<file path="src/rtl/fpu_lzd_pkg.sv">
// Shared types and helpers for the FPU leading-zero detect / normalise blocks.
package fpu_lzd_pkg;

  localparam int LZD_MAX_W = 64;

  function automatic int lzd_cnt_w(input int width);
    return $clog2(width + 1);
  endfunction

  localparam int LZD_MAX_CNT_W = lzd_cnt_w(LZD_MAX_W);

  // Sized for the widest supported mantissa; narrower instances use the low bits.
  typedef struct packed {
    logic [LZD_MAX_W-1:0]     data;
    logic [LZD_MAX_CNT_W-1:0] max_shift;
    logic [LZD_MAX_CNT_W-1:0] lz;
    logic                     zero;
  } lzd_payload_t;

endpackage

</file>
<file path="src/rtl/fpu_lzd_tree.sv">
// Combinational binary-tree leading-zero detector over an arbitrary-width vector.
// Pads to a power of two below the LSB and reports DATA_W for an all-zero input.
module fpu_lzd_tree
  import fpu_lzd_pkg::*;
#(
  parameter int DATA_W = 24,
  parameter int CNT_W  = lzd_cnt_w(DATA_W)
) (
  input  logic [DATA_W-1:0] in_data,
  output logic [CNT_W-1:0]  lz,
  output logic              zero
);

  localparam int LVLS = $clog2(DATA_W);
  localparam int PAD_W = 1 << LVLS;

  logic [PAD_W-1:0] padded;

  // NOTE: every always_comb output gets a default first so no path can infer a latch.
  always_comb begin
    padded = '0;
    padded[PAD_W-1 -: DATA_W] = in_data;
  end

  // Level k node i covers 2**k bits; v says "holds a one", c counts its leading zeros.
  for (genvar k = 1; k <= LVLS; k++) begin : g_lvl
    localparam int N = PAD_W >> k;
    logic [N-1:0] v;
    logic [k-1:0] c [N];
    for (genvar i = 0; i < N; i++) begin : g_node
      if (k == 1) begin : g_leaf
        assign v[i] = padded[2*i+1] | padded[2*i];
        assign c[i] = ~padded[2*i+1];
      end else begin : g_inner
        assign v[i] = g_lvl[k-1].v[2*i+1] | g_lvl[k-1].v[2*i];
        assign c[i] = g_lvl[k-1].v[2*i+1] ? {1'b0, g_lvl[k-1].c[2*i+1]}
                                          : {1'b1, g_lvl[k-1].c[2*i]};
      end
    end
  end

  // Zero padding sits below the LSB, so only the all-zero case needs correcting.
  assign zero = ~g_lvl[LVLS].v[0];
  assign lz   = zero ? CNT_W'(DATA_W) : CNT_W'(g_lvl[LVLS].c[0]);

endmodule

</file>
<file path="src/rtl/fpu_lzd_norm_pipe.sv">
// Two-stage LZD + normaliser with valid/ready flow control and flush.
// Define FPU_LZD_NORM_SHIFT_EN to build the barrel shifter; otherwise out_data is 0.
module fpu_lzd_norm_pipe
  import fpu_lzd_pkg::*;
#(
  parameter int DATA_W = 24,
  parameter int CNT_W  = lzd_cnt_w(DATA_W)
) (
  input  logic              clk,
  input  logic              rst,
  input  logic              in_valid,
  output logic              in_ready,
  input  logic [DATA_W-1:0] in_data,
  input  logic [CNT_W-1:0]  in_max_shift,
  input  logic              in_flush,
  output logic              out_valid,
  input  logic              out_ready,
  output logic [CNT_W-1:0]  out_lz,
  output logic [CNT_W-1:0]  out_shift,
  output logic              out_zero,
  output logic [DATA_W-1:0] out_data
);

  logic             s1_valid;
  logic             s2_valid;
  logic             s2_adv;
  logic             s2_load;
  lzd_payload_t     s1_q;
  logic [CNT_W-1:0] tree_lz;
  logic             tree_zero;
  logic [CNT_W-1:0] s1_lz;
  logic [CNT_W-1:0] s1_max;
  logic [CNT_W-1:0] shift_d;
  logic             unused_pad;

  fpu_lzd_tree #(
    .DATA_W (DATA_W),
    .CNT_W  (CNT_W)
  ) u_tree (
    .in_data (in_data),
    .lz      (tree_lz),
    .zero    (tree_zero)
  );

  assign s2_adv    = !s2_valid || out_ready;
  assign s2_load   = s2_adv && s1_valid;
  assign in_ready  = !s1_valid || s2_adv;
  assign out_valid = s2_valid;

  // NOTE: state is updated with non-blocking assignments so every flop samples pre-edge values.
  always_ff @(posedge clk or posedge rst) begin
    if (rst) begin
      s1_valid <= 1'b0;
      s2_valid <= 1'b0;
    end else if (in_flush) begin
      s1_valid <= 1'b0;
      s2_valid <= 1'b0;
    end else begin
      if (s2_adv) s2_valid <= s1_valid;
      if (in_ready) s1_valid <= in_valid;
    end
  end

  // NOTE: payload registers are reset too, so outputs read 0 after reset rather than X.
  always_ff @(posedge clk or posedge rst) begin
    if (rst) begin
      s1_q <= '0;
    end else if (in_valid && in_ready) begin
      s1_q.data      <= LZD_MAX_W'(in_data);
      s1_q.max_shift <= LZD_MAX_CNT_W'(in_max_shift);
      s1_q.lz        <= LZD_MAX_CNT_W'(tree_lz);
      s1_q.zero      <= tree_zero;
    end
  end

  assign s1_lz  = s1_q.lz[CNT_W-1:0];
  assign s1_max = s1_q.max_shift[CNT_W-1:0];

  // lz never exceeds DATA_W, so the min also clamps oversized headroom values.
  assign shift_d = (s1_lz < s1_max) ? s1_lz : s1_max;

  always_ff @(posedge clk or posedge rst) begin
    if (rst) begin
      out_lz    <= '0;
      out_shift <= '0;
      out_zero  <= 1'b0;
    end else if (s2_load) begin
      out_lz    <= s1_lz;
      out_shift <= shift_d;
      out_zero  <= s1_q.zero;
    end
  end

`ifdef FPU_LZD_NORM_SHIFT_EN
  logic [DATA_W-1:0] s1_data;

  assign s1_data = s1_q.data[DATA_W-1:0];

  always_ff @(posedge clk or posedge rst) begin
    if (rst) begin
      out_data <= '0;
    end else if (s2_load) begin
      out_data <= s1_data << shift_d;
    end
  end
`else
  assign out_data = '0;
`endif

  // Upper payload bits beyond DATA_W/CNT_W are constant and intentionally unread.
  assign unused_pad = ^s1_q;

endmodule

</file>
<file path="config.mk">
export PLATFORM = sky130hd
export DESIGN_NAME = fpu_lzd_norm_pipe
export DESIGN_NICKNAME = d
export VERILOG_FILES = /design/src/rtl/fpu_lzd_pkg.sv /design/src/rtl/fpu_lzd_tree.sv /design/src/rtl/fpu_lzd_norm_pipe.sv
export SDC_FILE = /design/constraint.sdc
export NUM_CORES = 1
export LEC_CHECK = 0
export BUFFER_PORTS_ARGS = -buffer_cell sky130_fd_sc_hd__buf_2
export CORE_ASPECT_RATIO = 1.4
export CORE_MARGIN = 3
export CORE_UTILIZATION = 42
export CTS_CLUSTER_DIAMETER = 150
export DETAILED_ROUTE_END_ITERATION = 8
export HOLD_SLACK_MARGIN = 0.1
export PLACE_DENSITY = 0.79
export SLEW_MARGIN = 40
export SYNTH_ARGS = -nofsm -noshare
export SYNTH_HDL_FRONTEND = slang
export SYNTH_SLANG_ARGS = --single-unit
</file>
<file path="constraint.sdc">
create_clock -name clk -period 1.3 [get_ports clk]
set_input_delay 0.13 -clock clk [delete_from_list [all_inputs] [get_ports clk]]
set_output_delay 0.13 -clock clk [all_outputs]
set_load 0.1 [all_outputs]
</file>
==> results of run 1 <==
-- layout make-up --
cell class | instances | area share
multi-input cells | 136 | 0.406
repair buffers | 92 | 0.277
flip-flops and latches | 24 | 0.259
clock buffers | 4 | 0.0236
well taps | 40 | 0.0215
inverters | 8 | 0.0129
-- per-stage QoR --
step / instances / hold WS (ns) / setup TNS (ns)
2_1_floorplan: 195 / 0.145 / -14.66
3_3_place_gp: 288 / 0.179 / -0.999
3_5_place_dp: 288 / 0.186 / -1.48
4_1_cts: 300 / 0.100 / -0.799
5_1_grt: 304 / 0.181 / -1.97
6_report: 304 / 0.159 / -0.988
-- logic make-up (layout without fill, tap and decap cells) --
family | Yosys count | after routing | synth area share
buffers and inverters | 35 | 104 | 0.143
multiplexers | 6 | 6 | 0.0433
flip-flops | 24 | 24 | 0.385
AND/OR/NAND/NOR | 63 | 63 | 0.215
adder cells (fa/ha/maj) | 4 | 4 | 0.0321
other | 1 | 24 | 0.00241
AO/OA/AOI/OAI | 39 | 39 | 0.179
-- power groups by stage --
stage | clock network (W) | registers [W] | logic (W)
3_5_place_dp | 0 | 0.000876 | 0.00110
6_report | 0.000502 | 0.000859 | 0.00117
2_1_floorplan | 0 | 0.00120 | 0.000575
5_1_grt | 0.000553 | 0.000870 | 0.00122
4_1_cts | 0.000510 | 0.000861 | 0.00113
3_3_place_gp | 0 | 0.000871 | 0.00109
-- routing by layer --
metal | vias up | wire, um | GRT usage
met5 | - | 0 | 0
met3 | 11 | 185 | 0.0132
met1 | 675 | 1270 | 0.173
met2 | 52 | 2110 | 0.296
met4 | 0 | 110 | 0.0789
li1 | 746 | - | -
-- worst paths after layout --
check	cells after the start	end	slack [ns]
max in group asynchronous	4	out_valid$_DFFE_PP0P_	0.60
hold reg to reg	2	out_lz[2]$_DFFE_PP0P_	0.47
hold / removal	3	s1_valid$_DFFE_PP0P_	0.16
setup / recovery	5	out_shift[2]$_DFFE_PP0P_	-0.16
setup reg to reg	5	out_shift[2]$_DFFE_PP0P_	-0.16
min in group asynchronous	4	out_lz[1]$_DFFE_PP0P_	0.46
-- layout by cell type (no fill, tap or decap), types with 4 or more instances in the layout --
master,netlist,final
dfrtp_1,24,23
mux2_4,0,6
clkbuf_8,0,4
o21ai_0,8,4
buf_4,24,35
nand3_1,6,5
nor2b_1,6,5
buf_2,1,44
dlygate4sd3_1,0,7
nor2_1,14,14
inv_1,8,7
conb_1,1,24
a21oi_1,7,6
a31oi_1,5,4
nand2_1,23,22
-- critical path: stages, from the launching register on --
cell and delay (ns):
dfrtp_1 0.43, ha_4 0.29, nand4_1 0.14, o21bai_2 0.25, o21ai_1 0.10, a31oi_2 0.17
-- registers in the layout (all words and copies together) (netlist names) --
| signal | flops |
|---|---|
| s1_valid | 1 |
| out_shift | 5 |
| s1_lz | 5 |
| s1_q | 1 |
| out_valid | 1 |
| out_lz | 5 |
| out_zero | 1 |
| s1_max | 5 |
-- timing repair --
item,in CTS,in global routing
resized for setup,4,15
hold buffers,6,1
endpoints found under the hold margin,30,1
cloned,0,0
pin swaps,1,12
setup buffers,2,3
endpoints found under the setup margin,12,16
==> qor.csv, run 1 <==
metric,value,unit
CP startpoint kind,register,
I/O Buffers,46,
worst r2r src,s1_lz[4]$_DFFE_PP0P_,
pre-CTS setup slack,-0.238,ns
clock sinks,24,
IO Pins,71,
"critical path fanouts, max",5,
Commonest cells post-synth,"buf_4 (24), dfrtp_1 (24), nand2_1 (23), nor2_1 (14)",
Post-Syn Instances,172,
"Primary FF master, synth",dfrtp_1,
total power,0.00253,W
number of global-route vias before repair,1404,
DR pass1 iterations,4,
Post-synth EDFFs,0,
max-cap viol count,0,
hold path start,in_valid,
Die ar.,4490,um^2
Storage cell area,604,um^2
Hold Path Class,in -> reg,
initial antenna violation count,0,
dominant cells by area after synthesis,"dfrtp_1 (39%), buf_4 (12%), nand2_1 (5.5%)",
Max Slew Vio Count,0,
worst vdd ir,0.803,mV
multi-input combinational cell area,946,um^2
Initial Utilization,0.449,
Die Span X,57.5,um
Mapped Area,1560,um^2
"CTS clk-pin slew, worst paths",0.08,ns
unrepaired setup endpoints after global routing,true,
ys async rst share,1.00,
Final min period,1.46,ns
Filler cells,314,
Vias/cell,4.88,
P_sw,0.00114,W
final wirelength,3670,um
die height,78.1,um
post-synthesis register bit count,24,
sequential area share after synthesis,0.385,
final core utilization,0.672,
Gate power share,0.462,
pin count of the biggest net entering global routing,25,
number of DRC markers in iteration 0,23,
Nets,303,
Tot GR Track Use,0.159,
Ys Warns,0,
CTS Buffer Depth,2,
failing checks,setup timing,
Clk pwr share,0.199,
required time worst endpoint,1.49,ns
H-tree levels,1,
crit path from,s1_lz[4]$_DFFE_PP0P_,
CP Data Arrival Time,1.65,ns
Syn-to-layout area delta,49.6,%
Setup crit end kind,register,
total CTS buffers,3,
CORE AREA,3470,um^2
post-route clock period utilization,1.12,
drc violations,0,
"Avg Cell Area, Syn",9.06,um^2
DP Area,2090,um^2
GPL Wtd Cong,0.842,
setup slack after layout,-0.156,ns
ANT cells,0,
Root Driver,clkbuf_8,
clock skew,0.00159,ns
Final Setup Violations,11,
crit path kind,reg -> reg,
Avg WL per Cell,12.1,um
Fin. Hold Viols,0,
Pint,0.00138,W
post-synth top area share,0.385,
Finished Cell Area,2330,um^2
worst-skew pair later-pin latency,0.27,ns
final HPWL from detailed placement,2850,um
share of cells above drive strength 1,0.451,
status,"finished, violations left",
vias post-DR,1484,
Site Rows,25,
Fmax achieved,0.687,GHz
CTS tree,built,
Synth area leader,dfrtp_1,
sw frac,0.452,
global route overflow,0,
LEAKAGE,1.19,nW
Detail Route Antenna Nets,0,
P per Cell Area,1080,nW/um^2
distinct cell type count after synthesis,38,
Reg power frac,0.340,
first-pass GRT wire length,5750,um
(Power assumes the default switching activity.)
==> run 2: changes to the inputs <==
- CORE_ASPECT_RATIO: 1.4 -> 0.6
==> run 2 against run 1 <==
Against the previous run:
- the run still ends with setup timing left
- design area grew 3.4%
- worst setup slack improved by 0.018 ns
- clock skew is 0.0055 ns higher
- critical path type unchanged
- critical endpoint unchanged
- highest routed layer unchanged
==> qor.csv, run 2 (synthesis results as in run 1) <==
metric,value,unit
number of global-route vias before repair,1419,
Setup crit end kind,register,
Final min period,1.44,ns
worst-skew pair later-pin latency,0.27,ns
share of cells above drive strength 1,0.487,
Initial Utilization,0.458,
"critical path fanouts, max",5,
Storage cell area,604,um^2
Vias/cell,4.90,
setup slack after layout,-0.138,ns
Die ar.,4500,um^2
LEAKAGE,1.23,nW
drc violations,0,
DR pass1 iterations,4,
Avg WL per Cell,13.4,um
CP Data Arrival Time,1.64,ns
final wirelength,4200,um
final HPWL from detailed placement,3190,um
worst vdd ir,1.00,mV
Hold Path Class,in -> reg,
ANT cells,0,
post-route clock period utilization,1.11,
Max Slew Vio Count,0,
required time worst endpoint,1.50,ns
unrepaired setup endpoints after global routing,true,
die height,53.2,um
WHS,0.105,ns
Fin. Hold Viols,0,
vias post-DR,1540,
"CTS clk-pin slew, worst paths",0.09,ns
CTS Buffer Depth,2,
Pint,0.00155,W
multi-input combinational cell area,948,um^2
H-tree levels,1,
Syn-to-layout area delta,54.7,%
Reg power frac,0.316,
worst slew pin tran,0.574,ns
Nets,308,
clock sinks,24,
Gate power share,0.443,
Final Setup Violations,14,
CP startpoint kind,register,
"commonest non-fill, non-tap cell in the layout",buf_2,
P_sw,0.00119,W
most frequent cells in the layout,"buf_2 (44), buf_4 (37), conb_1 (24), dfrtp_1 (23), nand2_1 (16)",
clock skew,0.00711,ns
CTS tree,built,
failing checks,setup timing,
Clk pwr share,0.241,
pin count of the biggest net entering global routing,17,
total CTS buffers,3,
pre-CTS setup slack,-0.213,ns
crit path kind,reg -> reg,
Filler cells,259,
Detail Route Antenna Nets,0,
IO Pins,71,
I/O Buffers,46,
Die Span X,84.7,um
initial antenna violation count,0,
slew margin rel.,0.617,
Site Rows,16,
number of DRC markers in iteration 0,47,
first-pass GRT wire length,6490,um
status,"finished, violations left",
Root Driver,clkbuf_8,
Fmax achieved,0.695,GHz
P per Cell Area,1130,nW/um^2
global route overflow,0,
CORE AREA,3400,um^2
GPL Wtd Cong,0.875,
max-cap viol count,0,
sw frac,0.434,
Tot GR Track Use,0.185,
run 2: changes by cell type in the layout (fill, tap and decap cells not counted), sizes merged:
cell,change
buf,+6
bufinv,+1
clkbuf,-1
dlygate4sd3,-1
run 2: layout make-up:
type	count	area share
tap	45	0.0234
multi-input combinational	136	0.393
clock buffer	3	0.0171
timing repair buffer	97	0.291
inverter	8	0.0125
clock inverter	1	0.0125
sequential	24	0.251
run 2: what timing repair did:
action | 4_1_cts | 5_1_grt
hold buffers | 6 | 0
setup endpoints to repair | 14 | 22
hold endpoints to repair | 20 | 0
pin swaps | 3 | 14
gates resized for setup | 11 | 21
setup buffers | 2 | 2
cloned | 0 | 1
run 2: final timing paths:
check	slack (ns)	to	start	depth (start not counted)
setup / recovery	-0.14	out_shift[2]$_DFFE_PP0P_	s1_lz[1]$_DFFE_PP0P_	5
hold / removal	0.10	s1_max[3]$_DFFE_PP0P_	in_max_shift[3]	2
setup reg to reg	-0.14	out_shift[2]$_DFFE_PP0P_	s1_lz[1]$_DFFE_PP0P_	5
hold reg to reg	0.48	out_lz[1]$_DFFE_PP0P_	out_lz[1]$_DFFE_PP0P_	2
max in group asynchronous	0.33	s1_max[4]$_DFFE_PP0P_	rst	4
min in group asynchronous	0.45	out_shift[4]$_DFFE_PP0P_	rst	3
run 2: power by group through the flow:
stage / sequential (W) / combinational, W / clock, W
global placement: 0.000870 / 0.00112 / 0
global route: 0.000872 / 0.00128 / 0.000694
finish: 0.000863 / 0.00121 / 0.000660
detailed placement: 0.000875 / 0.00114 / 0
CTS: 0.000861 / 0.00117 / 0.000661
floorplan: 0.00120 / 0.000575 / 0
run 2: stage by stage:
step,cell area [um^2],setup TNS [ns],instances,util,total power [W]
after global placement,2140,-1.03,299,0.629,0.00199
after global routing,2410,-1.94,314,0.708,0.00284
after detailed placement,2140,-1.51,299,0.629,0.00201
after floorplan,1720,-14.66,195,-,0.00178
after CTS,2320,-0.923,311,0.683,0.00269
final,2410,-1.27,314,0.708,0.00273
run 2: worst max-delay path: stages (launching register included):
cell and delay, ns:
dfrtp_1 0.43, ha_4 0.28, nand4_1 0.13, o21bai_2 0.24, o21ai_0 0.12, a31oi_1 0.17
run 2: per-layer routing:
layer	share of wire	up-vias	track usage
met5	0	-	0
met4	0.0024	0	0.0316
met3	0.057	2	0.0358
met2	0.46	47	0.301
met1	0.48	732	0.261
li1	-	759	-
